==> config.mk <==
export PLATFORM = sky130hd
export DESIGN_NAME = multicycle_controller
export DESIGN_NICKNAME = d
export VERILOG_FILES = /design/src/rtl/multicycle_controller.sv
export SDC_FILE = /design/constraint.sdc
export NUM_CORES = 1
export LEC_CHECK = 0
export CORE_MARGIN = 4
export CORE_UTILIZATION = 39
export DETAILED_ROUTE_END_ITERATION = 7
export PLACE_DENSITY = 0.81
export SETUP_SLACK_MARGIN = 0.05
export SLEW_MARGIN = 20
export SYNTH_ARGS = -nofsm -noshare
export SYNTH_HDL_FRONTEND = slang
export SYNTH_SLANG_ARGS = --single-unit
export TNS_END_PERCENT = 5
==> constraint.sdc <==
create_clock -name clk -period 2.29 [get_ports clk]
set_input_delay 0.458 -clock clk [delete_from_list [all_inputs] [get_ports clk]]
set_output_delay 0.458 -clock clk [all_outputs]
set_load 0.05 [all_outputs]
==> src/rtl/multicycle_controller.sv <==
// rtl/multicycle_controller.sv - multi-cycle control sequencer for the RV32 subset datapath
module multicycle_controller (
    input  logic       clk,
    input  logic       rst_n,
    input  logic [6:0] Opcode,
    input  logic       Zero,
    input  logic       mem_ready,
    output logic       mem_req,
    output logic       MemRead,
    output logic       MemWrite,
    output logic       IorD,
    output logic       IRWrite,
    output logic       PCWrite,
    output logic       PCSource,
    output logic [1:0] ALUSrcA,
    output logic [1:0] ALUSrcB,
    output logic [1:0] ALUOp,
    output logic       RegWrite,
    output logic       MemtoReg,
    output logic       Branch,
    output logic       illegal_instr,
    output logic       instr_retired,
    output logic [3:0] state
);

    typedef enum logic [3:0] {
        S_IDLE   = 4'd0,
        S_FETCH  = 4'd1,
        S_DECODE = 4'd2,
        S_MEMADR = 4'd3,
        S_MEMRD  = 4'd4,
        S_MEMWR  = 4'd5,
        S_LWB    = 4'd6,
        S_EXEC_R = 4'd7,
        S_EXEC_I = 4'd8,
        S_ALUWB  = 4'd9,
        S_BRANCH = 4'd10
    } state_t;

    localparam logic [6:0] OP_R   = 7'b0110011;
    localparam logic [6:0] OP_I   = 7'b0010011;
    localparam logic [6:0] OP_LW  = 7'b0000011;
    localparam logic [6:0] OP_SW  = 7'b0100011;
    localparam logic [6:0] OP_BEQ = 7'b1100011;

    typedef struct packed {
        logic       mem_req;
        logic       mem_read;
        logic       mem_write;
        logic       iord;
        logic       pc_source;
        logic [1:0] alu_src_a;
        logic [1:0] alu_src_b;
        logic [1:0] alu_op;
        logic       reg_write;
        logic       mem_to_reg;
        logic       branch;
        logic       retire;
    } ctrl_t;

    state_t state_q;
    state_t next_state;
    ctrl_t  ctrl_q;
    logic   legal_op;

    // Moore outputs for a state; registered by decoding the next state.
    function automatic ctrl_t decode_state(input state_t s);
        ctrl_t c;
        c = '0;
        case (s)
            S_FETCH: begin
                c.mem_req   = 1'b1;
                c.mem_read  = 1'b1;
                c.alu_src_b = 2'b01;
            end
            S_DECODE: begin
                c.alu_src_a = 2'b10;
                c.alu_src_b = 2'b10;
            end
            S_MEMADR: begin
                c.alu_src_a = 2'b01;
                c.alu_src_b = 2'b10;
            end
            S_MEMRD: begin
                c.mem_req  = 1'b1;
                c.mem_read = 1'b1;
                c.iord     = 1'b1;
            end
            S_MEMWR: begin
                c.mem_req   = 1'b1;
                c.mem_write = 1'b1;
                c.iord      = 1'b1;
            end
            S_LWB: begin
                c.reg_write  = 1'b1;
                c.mem_to_reg = 1'b1;
                c.retire     = 1'b1;
            end
            S_EXEC_R: begin
                c.alu_src_a = 2'b01;
                c.alu_op    = 2'b10;
            end
            S_EXEC_I: begin
                c.alu_src_a = 2'b01;
                c.alu_src_b = 2'b10;
                c.alu_op    = 2'b11;
            end
            S_ALUWB: begin
                c.reg_write = 1'b1;
                c.retire    = 1'b1;
            end
            S_BRANCH: begin
                c.alu_src_a = 2'b01;
                c.alu_op    = 2'b01;
                c.branch    = 1'b1;
                c.pc_source = 1'b1;
                c.retire    = 1'b1;
            end
            default: c = '0;
        endcase
        return c;
    endfunction

    always_comb begin
        legal_op = (Opcode == OP_R) || (Opcode == OP_I) || (Opcode == OP_LW) ||
                   (Opcode == OP_SW) || (Opcode == OP_BEQ);
    end

    always_comb begin
        next_state = S_IDLE;
        case (state_q)
            S_IDLE:   next_state = S_FETCH;
            S_FETCH:  next_state = mem_ready ? S_DECODE : S_FETCH;
            S_DECODE: begin
                if (Opcode == OP_LW || Opcode == OP_SW) next_state = S_MEMADR;
                else if (Opcode == OP_R)                next_state = S_EXEC_R;
                else if (Opcode == OP_I)                next_state = S_EXEC_I;
                else if (Opcode == OP_BEQ)              next_state = S_BRANCH;
                else                                    next_state = S_FETCH;
            end
            S_MEMADR: next_state = (Opcode == OP_SW) ? S_MEMWR : S_MEMRD;
            S_MEMRD:  next_state = mem_ready ? S_LWB : S_MEMRD;
            S_MEMWR:  next_state = mem_ready ? S_FETCH : S_MEMWR;
            S_LWB:    next_state = S_FETCH;
            S_EXEC_R: next_state = S_ALUWB;
            S_EXEC_I: next_state = S_ALUWB;
            S_ALUWB:  next_state = S_FETCH;
            S_BRANCH: next_state = S_FETCH;
            default:  next_state = S_IDLE;
        endcase
    end

    always_ff @(posedge clk) begin
        if (!rst_n) begin
            state_q <= S_IDLE;
            ctrl_q  <= '0;
        end else begin
            state_q <= next_state;
            ctrl_q  <= decode_state(next_state);
        end
    end

    assign mem_req  = ctrl_q.mem_req;
    assign MemRead  = ctrl_q.mem_read;
    assign MemWrite = ctrl_q.mem_write;
    assign IorD     = ctrl_q.iord;
    assign PCSource = ctrl_q.pc_source;
    assign ALUSrcA  = ctrl_q.alu_src_a;
    assign ALUSrcB  = ctrl_q.alu_src_b;
    assign ALUOp    = ctrl_q.alu_op;
    assign RegWrite = ctrl_q.reg_write;
    assign MemtoReg = ctrl_q.mem_to_reg;
    assign Branch   = ctrl_q.branch;
    assign state    = state_q;

    // Handshake- and flag-dependent strobes are combinational on the current state.
    assign IRWrite       = (state_q == S_FETCH) && mem_ready;
    assign PCWrite       = ((state_q == S_FETCH) && mem_ready) || ((state_q == S_BRANCH) && Zero);
    assign instr_retired = ctrl_q.retire || ((state_q == S_MEMWR) && mem_ready);
    assign illegal_instr = (state_q == S_DECODE) && !legal_op;

endmodule

==> Word level (Yosys, flattened, before mapping) <==
Cells that the tools add are included.
{ "word_totals": {"reg_bits": 18, "elab_cells": 79, "output_inout_bits": 22, "inputBits": 11} }
{ "classes": {"n_reduce_logical": 22, "mux": 20, "n_eq_ne": 25} }
{ "ops": {"columns": ["cell", "count"], "rows": [
  ["$eq 4x3->1 const B", 8],
  ["$pmux 4 s7", 1],
  ["$eq 4x4->1 const B", 6],
  ["$eq 4x2->1 const B", 4],
  ["$mux 4", 4],
  ["$eq 7x6->1 const B", 2],
  ["$mux 1", 9],
  ["$reduce_or 3->1", 3],
  ["$eq 4x1->1 const B", 2],
  ["$pmux 2 s2", 2],
  ["$reduce_or 2->1", 4],
  ["$reduce_or 4->1", 2],
  ["$eq 7x2->1 const B", 1],
  ["$eq 7x5->1 const B", 1],
  ["$eq 7x7->1 const B", 1],
  ["$logic_or 1x1->1", 7],
  ["$pmux 2 s3", 1],
  ["$logic_and 1x1->1", 4],
  ["$logic_not 4->1", 1],
  ["$mux 2", 2],
  ["$mux 3", 1],
  ["$logic_not 1->1", 1]
]} }

==> Depth between registers and ports, before layout <==
{ "depth": {"ltp_word": 9, "mapped_depth": 8, "ltp_nobuf": 6} }

==> Worst setup path after synthesis <==
OpenSTA, ideal clock, no wires.
{ "synth_timing": {"path_kind": "reg2reg", "from": "register state_q[0] (netlist: state[0])", "to": "register ctrl_q, in the netlist ALUSrcB[1]", "path_slack_ps": -807, "arrival_time_ps": 3033, "stages_incl_launch_ff": 8, "required_time_ps": 2226, "synth_period_minus_slack_ps": 3097, "n_path_buf": 2, "setup_time_ps": 64, "path_cell_list": "dfxtp_1 > clkbuf_1 > nand3b_1 > nor3_1 > a311o_1 > clkbuf_1 > mux2_2 > nor2_1"} }
{ "synth_via": {"elab_chain_len": 6, "word_cells_on_any_way": 20, "classes_between": "14 x eq/ne; 2 x mux; 4 x reduce/logical"} }
{ "synth_lines": {"columns": ["element", "line", "rtl"], "rows": [
  ["start, declared", "61", "state_t state_q;"],
  ["start signal, assigned", "158", "state_q <= next_state;"],
  ["$eq 4x4->1, or another cell as far along", "131", "case (state_q)"],
  ["$reduce_or 4->1 (no line) or $reduce_or 2->1 (tied branches)", null, null],
  ["$pmux 4 s7 *", "131", null],
  ["$eq 4x4->1 or $eq 4x2->1 (tied branches)", "70", "case (s)"],
  ["$reduce_or 3->1 (no line)", null, null],
  ["$pmux 2 s2 *", "70", null],
  ["end signal, assigned", "159", "ctrl_q <= decode_state(next_state);"],
  ["end, declared", "63", "ctrl_t ctrl_q;"]
]} }
Every way passes the cells marked *; elsewhere a longest branch is shown, timed or not.
A chain may end at the register's enable or synchronous reset.

==> Worst setup path after layout <==
{ "layout_timing": {"from": "input Opcode[6]", "to": "register ctrl_q, in the netlist mem_req"} }
{ "layout_via": {"elab_chain_len": 9, "word_cells_on_any_way": 17, "classes_between": "8 x eq/ne; 7 x mux; 2 x reduce/logical"} }
{ "layout_lines": {"columns": ["element", "line", "rtl"], "rows": [
  ["start, declared", "5", "input logic [6:0] Opcode,"],
  ["$eq 7x7->1", "138", "else if (Opcode == OP_BEQ) next_state = S_BRANCH;"],
  ["$mux 4", "138", null],
  ["$mux 4", "137", "else if (Opcode == OP_I) next_state = S_EXEC_I;"],
  ["$mux 4", "136", "else if (Opcode == OP_R) next_state = S_EXEC_R;"],
  ["$mux 4", "135", "if (Opcode == OP_LW || Opcode == OP_SW) next_state = S_MEMADR;"],
  ["$pmux 4 s7 *", "131", null],
  ["$eq 4x3->1 or $eq 4x1->1 (tied branches)", "70", null],
  ["$reduce_or 3->1 (no line) *", null, null],
  ["$mux 1 *", "70", null]
]} }
Marked as above.

==> qor.csv <==
metric;value;unit
ys_types;37;
dp_hpwl;1770;um
postRouteAntennaNets;0;
vias_per_cell;5.23;
cts_inserted_buffers;3;
worstSkewPairLatency;300;ps
multi_input_area;518;um2
crit_arrival;2370;ps
grt_usage;16.1;%
rows;17;
fillers;170;
ios;33;
fin_crit;2160;ps
n_antenna_cell;0;
postSynthAreaPerCell;8.45;um2
io_buffer_count;32;
status;complete, no violations;
crit_path_start_kind;primary input;
grt_pass1_wl;4060;um
yosys_register_bits;18;
placed_cell_area;1410;um2
ctsHoldBuffers;0;
synth_ff_type;dfxtp_1;
slew_headroom;66.3;%
cp.required;2500;ps
die-area;3200;um2
crit_path_end_kind;flip-flop;
tns;0;ps
clkTransAtPathRegs;100;ps
synthToLayoutAreaGrowth;62.0;%
clock-sinks;18;
cellLeakagePower;0.636;nW
drtIter0Drc;31;
finalHoldViolCount;0;
min_path_type;primary input to flip-flop;
ys_top_cells_by_area;dfxtp_1, nor2_1, buf_4, nand2_1, a21oi_1;
cts_tree;built;
power_density;518;nW/um2
setup_violations;0;
grt_max_degree;13;
grt_overflow_total;0;
regArea;363;um2
start_util;41.2;%
hp-start;Opcode[2];
antenna_found_initial;0;
die_h;56.6;um
criticalPathCategory;primary input to flip-flop;
seq_area_frac_synth;39.1;%
routedWlPerCell;13.4;um
fin_crit_sh;94.4;%
die_w;56.6;um
drc;0;
core_area;2230;um2
regToRegStartpoint;state[1];
drt-total-wl;2430;um
cp-startpoint;Opcode[6];
whs;603;ps
final_nets;166;
grt_pass1_vias;950;
slew_violations;0;
clock_skew;2.11;ps
drt_first_pass_iters;4;
yosysWarningCount;0;
worst_slew_pin_slew;503;ps
clockBufferDepth;2;
layout-drive-gt1-share;27.9;%
vias;951;
cts.htree.levels;1;
rsz0062_at_grt;false;
max-vdd-ir-drop;0.000385;V
syn_inst;109;
syn-cell-area;921;um2
synth_edf_count;0;
fin_area;1490;um2
maxCapViolations;0;
synth_fp_nets;120;
gp_congestion;0.802;
fmax;462;MHz
path_max_fanout;6;
yosys.area.top_type;dfxtp_1;
cts-root-buf;clkbuf_4;
netlist.area_leader.share;39.1;%
async_flop_share;0;%
-- sequential cells by signal (all words and copies together) (netlist names) --
signal	flops
ALUOp	2
IorD	1
MemWrite	1
RegWrite	1
ALUSrcA	2
mem_req	1
MemtoReg	1
MemRead	1
ALUSrcB	2
ctrl_q	1
Branch	1
state	4
-- cells in the final DEF, fill, tap and decap left out, types with 4 or more instances in the layout --
cell type	n
clkdlybuf4s50_1	22
nand2_1	10
dfxtp_1	16
inv_1	4
a21oi_1	6
buf_4	22
nor2_1	15
nand2b_1	5
buf_12	4
dlymetal6s2s_1	4
-- critical path, stage by stage --
cell and delay [ps]:
clkdlybuf4s50_1 590, and3b_1 250, nor2_1 60, o211a_1 240
or4_4 560, a31oi_4 150, nor2_1 60
-- cell usage after synthesis (2+ instances only) --
| master | number |
|---|---|
| o21bai_1 | 2 |
| a21oi_1 | 7 |
| nor4_1 | 2 |
| a31oi_1 | 2 |
| or2_2 | 2 |
| nor3_1 | 3 |
| nor3b_1 | 2 |
| nand3b_1 | 2 |
| buf_4 | 7 |
| nor2_1 | 15 |
| nor2b_1 | 3 |
| nand2b_1 | 5 |
| dfxtp_1 | 18 |
| clkbuf_1 | 4 |
| inv_1 | 4 |
| nand2_1 | 10 |
-- final timing paths --
check / end / slack [ps] / cells after the start
min reg2reg: RegWrite / 610 / 2
max: mem_req / 130 / 7
min: ALUOp[1] / 600 / 4
max reg2reg: mem_req / 280 / 6
-- cell families (layout without fill, tap and decap cells) --
family | after synthesis | after routing | synth area share, %
compound gates | 20 | 20 | 15.2
buf+inv | 16 | 61 | 9.51
flops | 18 | 18 | 39.1
mux | 1 | 1 | 1.22
simple gates | 54 | 54 | 34.9
-- routing by layer --
layer / track usage, % / share of wire, %
met5: 0 / 0
met4: 8.14 / 1.6
met3: 4.83 / 7.1
met2: 26.2 / 48
met1: 19.0 / 43
-- timing repair --
item,4_1_cts,5_1_grt
gates resized for setup,2,8
cloned,0,0
setup buffers,1,0
pin swaps,6,4
setup endpoints to repair,6,11
-- where the power goes --
group,total (mW),switching (mW),internal (mW)
combinational,0.236,0.129,0.107
clock,0.199,0.102,0.0972
sequential,0.337,0.00997,0.327
-- final cells by class --
class | count | area share, %
multi-input combinational | 75 | 34.7
tap | 28 | 2.35
sequential | 18 | 24.3
clock buffer | 4 | 2.43
inverter | 4 | 1.01
timing repair buffer | 53 | 35.2
-- per-stage QoR --
step	total power [mW]	instances	setup WS, ps	utilization [%]
after floorplan	0.475	109	-50.5	-
after global placement	0.565	177	-317	62.9
after detailed placement	0.570	177	-384	62.9
after CTS	0.774	182	26.5	65.5
after global routing	0.806	182	43.7	66.8
final	0.773	182	128	66.8
No activity file was read; power rests on OpenSTA's default activity.
